==> src/rtl/fifo_serial_reader_pkg.sv <==
// Shared definitions for the FIFO-draining serial transmitter: state encodings,
// frame-length arithmetic and counter sizing.
package fifo_serial_reader_pkg;

  typedef enum logic [2:0] {
    ST_IDLE   = 3'd0,
    ST_POP    = 3'd1,
    ST_LOAD   = 3'd2,
    ST_START  = 3'd3,
    ST_DATA   = 3'd4,
    ST_PARITY = 3'd5,
    ST_STOP   = 3'd6
  } state_t;

  // Cycles from the first START cycle through the last STOP cycle.
  function automatic int frame_cycles(input int width, input int bit_cycles,
                                      input int parity_en);
    return (2 + width + parity_en) * bit_cycles;
  endfunction

  // Counter width able to hold 0..n-1, never narrower than one bit.
  function automatic int cnt_width(input int n);
    return (n > 1) ? $clog2(n) : 1;
  endfunction

endpackage

==> src/rtl/fifo_serial_reader_bit_timer.sv <==
// Bit-period timer: counts 0..BIT_CYCLES-1 and flags the last cycle of each bit.
module bit_timer
  import fifo_serial_reader_pkg::*;
#(
  parameter int BIT_CYCLES = 4
) (
  input  logic clk,
  input  logic reset,
  input  logic restart,
  output logic tick
);

  localparam int CNT_W = cnt_width(BIT_CYCLES);
  localparam logic [CNT_W-1:0] LAST = CNT_W'(BIT_CYCLES - 1);

  logic [CNT_W-1:0] cnt;

  always_ff @(posedge clk) begin
    if (reset || restart || tick) begin
      cnt <= '0;
    end else begin
      cnt <= cnt + 1'b1;
    end
  end

  assign tick = (cnt == LAST);

endmodule

==> src/rtl/fifo_serial_reader.sv <==
// Pops words from a FIFO and sends each as a serial frame:
// start bit, data LSB first, optional even parity, stop bit.
module fifo_serial_reader
  import fifo_serial_reader_pkg::*;
#(
  parameter int WIDTH      = 4,
  parameter int BIT_CYCLES = 4,
  parameter int PARITY_EN  = 1
) (
  input  logic             clk,
  input  logic             reset,
  input  logic             tx_en,
  input  logic             fifo_empty,
  input  logic [WIDTH-1:0] fifo_data,
  output logic             pop,
  output logic             tx_line,
  output logic             busy,
  output logic             frame_done
);

  localparam int IDX_W = cnt_width(WIDTH);
  localparam logic [IDX_W-1:0] LAST_IDX = IDX_W'(WIDTH - 1);

  function automatic logic even_parity(input logic [WIDTH-1:0] d);
    return ^d;
  endfunction

  state_t           state;
  state_t           state_nxt;
  logic [IDX_W-1:0] bit_idx;
  logic [WIDTH-1:0] shreg;
  logic             par_bit;
  logic             restart;
  logic             tick;

  // The timer is held at zero until the frame proper begins in START.
  assign restart = (state == ST_IDLE) || (state == ST_POP) || (state == ST_LOAD);

  bit_timer #(
    .BIT_CYCLES(BIT_CYCLES)
  ) u_bit_timer (
    .clk    (clk),
    .reset  (reset),
    .restart(restart),
    .tick   (tick)
  );

  always_ff @(posedge clk) begin
    if (reset) begin
      state <= ST_IDLE;
    end else begin
      state <= state_nxt;
    end
  end

  always_ff @(posedge clk) begin
    if (reset || (state != ST_DATA)) begin
      bit_idx <= '0;
    end else if (tick) begin
      bit_idx <= (bit_idx == LAST_IDX) ? '0 : bit_idx + 1'b1;
    end
  end

  // Datapath: capture in LOAD only, so fifo_data is ignored in every other cycle.
  always_ff @(posedge clk) begin
    if (state == ST_LOAD) begin
      shreg   <= fifo_data;
      par_bit <= even_parity(fifo_data);
    end else if ((state == ST_DATA) && tick) begin
      shreg <= shreg >> 1;
    end
  end

  always_comb begin
    state_nxt  = state;
    pop        = 1'b0;
    tx_line    = 1'b1;
    busy       = (state != ST_IDLE);
    frame_done = 1'b0;
    case (state)
      ST_IDLE: begin
        if (tx_en && !fifo_empty) begin
          state_nxt = ST_POP;
        end
      end
      ST_POP: begin
        pop       = 1'b1;
        state_nxt = ST_LOAD;
      end
      ST_LOAD: begin
        state_nxt = ST_START;
      end
      ST_START: begin
        tx_line = 1'b0;
        if (tick) begin
          state_nxt = ST_DATA;
        end
      end
      ST_DATA: begin
        tx_line = shreg[0];
        if (tick && (bit_idx == LAST_IDX)) begin
          state_nxt = (PARITY_EN != 0) ? ST_PARITY : ST_STOP;
        end
      end
      ST_PARITY: begin
        tx_line = par_bit;
        if (tick) begin
          state_nxt = ST_STOP;
        end
      end
      ST_STOP: begin
        if (tick) begin
          frame_done = 1'b1;
          state_nxt  = ST_IDLE;
        end
      end
      default: begin
        state_nxt = ST_IDLE;
      end
    endcase
  end

endmodule

==> config.mk <==
export PLATFORM = sky130hd
export DESIGN_NAME = fifo_serial_reader
export DESIGN_NICKNAME = d
export VERILOG_FILES = /design/src/rtl/fifo_serial_reader_pkg.sv /design/src/rtl/fifo_serial_reader_bit_timer.sv /design/src/rtl/fifo_serial_reader.sv
export SDC_FILE = /design/constraint.sdc
export NUM_CORES = 1
export LEC_CHECK = 0
export CAP_MARGIN = 0
export CORE_MARGIN = 2
export CORE_UTILIZATION = 50
export DETAILED_ROUTE_END_ITERATION = 8
export HOLD_SLACK_MARGIN = 0.05
export PLACE_DENSITY = 0.81
export SYNTH_ARGS = -nofsm -noshare
export SYNTH_HDL_FRONTEND = slang
export SYNTH_SLANG_ARGS = --single-unit
export TNS_END_PERCENT = 50
==> constraint.sdc <==
create_clock -name clk -period 1.8 [get_ports clk]
set_clock_uncertainty 0.2 [all_clocks]
set_input_delay 0.36 -clock clk [delete_from_list [all_inputs] [get_ports clk]]
set_output_delay 0.36 -clock clk [all_outputs]
set_load 0.05 [all_outputs]
After elaboration in Yosys (flattened, before gate mapping)
Index checks and enable logic that the tools add are counted.
{ "word_totals": {"register_bits": 12, "input_bits": 8, "output_inout_bits": 4, "wordCells": 48} }
{ "classes": {"addsub": 2, "eq_ne": 14, "mux": 13, "reduce_logical": 14} }
{ "op_table": {"columns": ["cell", "n"], "rows": [
  ["$pmux 3 s7", 1],
  ["$mux 3", 5],
  ["$eq 3x3->1 const B", 3],
  ["$mux 4", 2],
  ["$eq 3x2->1 const B", 2],
  ["$ne 2x2->1 const B", 3],
  ["$logic_or 1x1->1", 5],
  ["$reduce_and 5->1", 1],
  ["$add 2x1->2 const B", 2],
  ["$eq 2x2->1 const B", 2],
  ["$ne 2x1->1 const B", 2],
  ["$reduce_xor 4->1", 1],
  ["$eq 3x1->1 const B", 1],
  ["$logic_and 1x1->1", 3],
  ["$logic_not 3->1", 1],
  ["$mux 1", 3],
  ["$ne 3x3->1 const B", 1],
  ["$pmux 1 s3", 1],
  ["$reduce_bool 3->1", 1],
  ["$mux 2", 1],
  ["$reduce_bool 2->1", 1],
  ["$logic_not 1->1", 1]
]} }

Depth between registers and ports, before layout
{ "logic_depth": {"ltp_word": 5, "ltp_mapped": 5, "ltp_nobuf": 4} }

Cells and area by module
From an unflattened synthesis, not the netlist that was laid out.
{ "hier_totals": {"cells_unflattened": 61, "area_unflattened_um2": 648.1} }
{ "modules_own_cells": {"columns": ["mod", "n_inst", "cells_each", "area_per_inst_um2", "seq_area_each_um2"], "rows": [
  ["fifo_serial_reader", 1, 56, 568.0, 250.2],
  ["bit_timer", 1, 5, 80.1, 40.0]
]} }

Worst setup path after synthesis
Ideal clock, no wire load.
{ "synth_path": {"kind": "reg2out", "startpoint": "reg state[2]", "endpoint": "out tx_line", "arrival_ps": 1497, "required_ps": 1240, "path_slack_ps": -257, "path_stages_with_launch": 5, "path_buffers": 1, "cell_sequence": "dfxtp_1 > buf_6 > or2b_4 > a211oi_2 > a21oi_1"} }
{ "synth_via": {"elab_chain_cells": 2, "elab_cells_between_ends": 4, "classes_between": "eq/ne (3); mux (1)"} }
{ "synth_lines": {"columns": ["element", "line_no", "text"], "rows": [
  ["start: declaration", "fifo_serial_reader.sv:28", "state_t state;"],
  ["start signal: assignment", "fifo_serial_reader.sv:52", "state <= state_nxt;"],
  ["$eq 3x3->1 or $eq 3x2->1 (tied branches)", "fifo_serial_reader.sv:80", "case (state)"],
  ["$pmux 1 s3 *", "fifo_serial_reader.sv:80", null],
  ["end: declaration", "fifo_serial_reader.sv:16", "output logic tx_line,"]
]} }
Every way passes the cells marked *; elsewhere a longest branch is shown, timed or not.

Worst setup path after layout
{ "layout_path": {"startpoint": "reg state[1]", "endpoint": "out busy"} }
{ "layout_via": {"elab_chain_cells": 1} }
{ "layout_lines": {"columns": ["element", "line_no", "text"], "rows": [
  ["$reduce_bool 3->1", "fifo_serial_reader.sv:78", "busy = (state != ST_IDLE);"],
  ["end: declaration", "fifo_serial_reader.sv:17", "output logic busy,"]
]} }
No other way between the ends.

==> parameters.txt <==
Parameter                              Value

Synth
  Main combinational cell family by area after synthesis ... simple AND/OR/NAND/NOR gates
  Share of synthesized cell area in full adder, half adder and majority cells ... 0.0337
  Cell count after synthesis ... 68
  Count of distinct cell types in the synthesized netlist ... 40
  Fraction of the mapped netlist area in compound gates ... 0.138
  Portion of the post-synthesis area used by sequential elements ... 0.391
  Register bit count reported by yosys ... 12
  Post-synthesis mux area share ... 0.0725
  Post-synthesis area per instance ... 10.9 um^2
  Cell area after synthesis ... 742 um^2
  Xor/xnor share of the synthesized area ... 0.0354
  Number of warnings reported in the yosys synthesis log ... 0
  Synthesized netlist net count ... 78
  Simple-gate portion of the synthesized area ... 0.256

Power and ir drop
  Relative contribution of combinational cells to total power ... 0.281
  IR Drop Worst-Case VDD ... 590 uV
  Clock power share ... 0.293
  Switching pwr ... 218 uW
  Switch share ... 0.289
  Leak Pwr ... 0.404 nW
  Power density over the cells ... 721 nW/um^2
  Int Power ... 535 uW
  Sequential fraction of design power ... 0.427

Global route
  Maximum number of pins on one net before global-route repair ... 13
  GRT Residual Overflow ... 0
  First-pass GRT wire length ... 2900 um
  Initial antenna violation count ... 0
  Via count of the first global-routing pass ... 595
  Total routing usage reported by global routing ... 0.219

CTS
  Total CTS buffers ... 3
  Clock latency of the later-clocked register in the worst-skew pair ... 280 ps
  Clock-pin slew on the worst setup and hold paths ... 80 ps
  CTS root buf ... sky130_fd_sc_hd__clkbuf_4
  TritonCTS clock tree ... built
  H-tree level count ... 1
  Clock tree sinks ... 12
  Max Root-Sink Buffers ... 2

Detailed routing
  Number of vias per cell after detailed routing ... 5.67
  DRC violation total after the first TritonRoute iteration ... 12
  First-pass DRT Iterations ... 4
  Routed wire length per instance ... 17.6 um
  Via count ... 607
  Post-route DRC ... 0
  Detailed-route wire length ... 1880 um
  Count of nets left with antenna violations after detail routing ... 0

Status
  Result of the run ... finished with violations
  Failing checks ... setup timing

Critical path
  Capturing instance or port of the critical path ... busy
  Data arrival time of the critical path ... 1330 ps
  Launch point of the critical path ... state[1]$_SDFFE_PP0P_
  Critical path peak fanout ... 6
  Ordered list of cells on the worst path ... buf_6 -> or3_4 -> buf_12
  Classification of the worst setup path ... register to output port
  Worst Setup End Kind ... output port
  Register-to-register path setup slack ... 60 ps
  Highest cell delay on the worst timing path ... 390 ps
  Endpoint of the lowest-slack register-to-register path ... shreg[3]$_SDFFCE_PN0P_
  Critical path startpoint category ... register
  Reg-to-reg critical path startpoint ... state[2]$_SDFFE_PP0P_
  Data required time of the critical path ... 1240 ps
  Cell at the slowest stage of the critical path ... sky130_fd_sc_hd__or3_4
  Number of cells on the worst reg-to-reg path ... 5

Layout
  Layout area overhead ... 40.8%
  Register area ... 297 um^2
  Area of combinational cells with multiple inputs ... 429 um^2
  Fill cell count ... 82
  Fin nets ... 103
  Post-route standard cell area excluding fillers ... 1040 um^2
  Layout cells sized above 1 ... 0.435
  Antenna Cells ... 0

Placement
  Final weighted congestion of routability-driven global placement ... 0.710
  Count of buffers from port buffering ... 11
  Final HPWL DP ... 1080 um
  Total placed instance area ... 892 um^2

Floorplanning
  Die boundary height ... 42.5 um
  # rows ... 13
  Initial core utilization ... 0.550
  Floorplan die area ... 1810 um^2
  Ports placed on the boundary ... 12
  Core region area ... 1350 um^2
  Floorplan die width ... 42.5 um

STA
  Fraction of the cycle the final worst path needs ... 1.05
  Min Tclk post-route ... 1890 ps
  Maximum frequency from static timing analysis ... 529 MHz
  Slew of the pin with the lowest slew margin ... 361 ps
  Worst Setup Slack, final ... -90.3 ps
  Final max-slew violation count ... 0
  Setup TNS ... -233 ps
  Number of failing setup endpoints in the final timing report ... 4
  Relative slew slack ... 0.759
  Unrepaired setup endpoints after global routing ... true
  Hold Fails Final Rpt ... 0

Hold path
  Classification of the worst-slack hold path ... register to register
  Hold path startpoint ... u_bit_timer.cnt[0]$_SDFF_PP0_

Job
  Max-cap violations ... 0
-- metrics by stage --
stage | hold slack, ps | total power, mW | utilization | instances | setup WS (ps)
CTS | 242 | 0.733 | 0.726 | 101 | -109
detailed placement | 227 | 0.498 | 0.661 | 94 | 66.1
finish | 293 | 0.753 | 0.774 | 107 | -90.3
global placement | 217 | 0.492 | 0.661 | 94 | 39.7
global route | 319 | 0.778 | 0.774 | 107 | -132
floorplan | 207 | 0.432 | - | 68 | -192
-- power by group through the flow --
| stage | Sequential (mW) | Clock [mW] | Combinational, mW |
|---|---|---|---|
| final | 0.321 | 0.220 | 0.211 |
| after global routing | 0.322 | 0.233 | 0.223 |
| after CTS | 0.318 | 0.223 | 0.192 |
| after detailed placement | 0.326 | 0 | 0.172 |
| after global placement | 0.323 | 0 | 0.168 |
| after floorplan | 0.314 | 0 | 0.118 |
-- synth_stat cells, drive strengths merged --
master  number  share of area
a211o        1          0.012
nand2b       1         0.0084
mux2i        2          0.027
a211oi       1          0.017
and4         1          0.012
dfxtp        7           0.19
o211ai       1          0.010
a311oi       2          0.032
or2b         1          0.015
xnor2        2          0.024
nor3         1          0.022
nor2         4          0.020
a21oi        3          0.020
a32oi        1          0.012
inv          3          0.015
nor2b        3          0.025
ha           2          0.034
nand2        3          0.015
o21ai        1         0.0067
or3          1         0.0084
a21o         1          0.010
buf          6          0.057
o21a         1          0.010
nor4b        2          0.044
or2          1         0.0084
mux2         3          0.046
and4bb       1          0.017
o22ai        1         0.0084
nor4         3          0.042
edfxtp       5           0.20
and2         1         0.0084
nor3b        1          0.010
xor2         1          0.012
-- worst max-delay path: cells and delay by family, from the launching register on --
family        cells  cell delay (ps)
flops             1              380
simple gates      1              390
buf+inv           2              280
-- kinds of logic (layout without fill, tap and decap cells) --
logic type | after synthesis | count (layout)
simple gates | 24 | 24
fa+ha+maj | 2 | 2
flops | 12 | 12
compound gates | 13 | 13
buf+inv | 9 | 33
xor+xnor | 3 | 3
mux | 5 | 5
-- cell type report --
class,instances,area share
Clock buffer,4,0.0347
Inverter,3,0.0108
Multi-Input combinational cell,47,0.411
Sequential cell,12,0.284
Tap cell,15,0.0180
Timing Repair Buffer,26,0.242
-- how the worst min path moves through the flow --
stage / to / slack (ps) / cells past startpoint
after floorplan: u_bit_timer.cnt[0]$_SDFF_PP0_ / 210 / 1
after global placement: u_bit_timer.cnt[0]$_SDFF_PP0_ / 220 / 1
after detailed placement: u_bit_timer.cnt[0]$_SDFF_PP0_ / 230 / 1
after CTS: u_bit_timer.cnt[0]$_SDFF_PP0_ / 240 / 1
after global routing: u_bit_timer.cnt[0]$_SDFF_PP0_ / 320 / 1
final: u_bit_timer.cnt[0]$_SDFF_PP0_ / 290 / 1
-- placed cells by master (no fill, tap or decap), types with 2 or more instances in the layout --
master / n
sky130_fd_sc_hd__a21oi_1: 2
sky130_fd_sc_hd__buf_12: 2
sky130_fd_sc_hd__buf_4: 13
sky130_fd_sc_hd__buf_6: 4
sky130_fd_sc_hd__clkbuf_4: 3
sky130_fd_sc_hd__clkdlybuf4s50_1: 7
sky130_fd_sc_hd__dfxtp_1: 4
sky130_fd_sc_hd__dfxtp_2: 2
sky130_fd_sc_hd__edfxtp_1: 5
sky130_fd_sc_hd__inv_1: 2
sky130_fd_sc_hd__mux2_1: 3
sky130_fd_sc_hd__mux2i_1: 2
sky130_fd_sc_hd__nand2_1: 3
sky130_fd_sc_hd__nor2_1: 3
sky130_fd_sc_hd__nor2b_1: 3
sky130_fd_sc_hd__nor4_2: 2
sky130_fd_sc_hd__xnor2_1: 2
-- registers in the layout (all words and copies together) (netlist names) --
signal	flops
state	3
shreg	4
par_bit	1
bit_idx	2
u_bit_timer.cnt	2
-- metal layers --
metal  part of all wire  vias up  GRT usage
li1                   -      297          -
met1               0.45      301      0.271
met2               0.52        7      0.378
met3              0.024        2     0.0647
met4             0.0059        0     0.0375
met5                  0        -          0
-- repair_timing --
action | in CTS | in global routing
hold endpoints to repair | 0 | 0
pin swaps | 2 | 4
setup buffers | 3 | 6
hold buffers | 0 | 0
setup endpoints to repair | 4 | 4
resized for setup | 10 | 4
No activity file was read; power rests on OpenSTA's default activity.
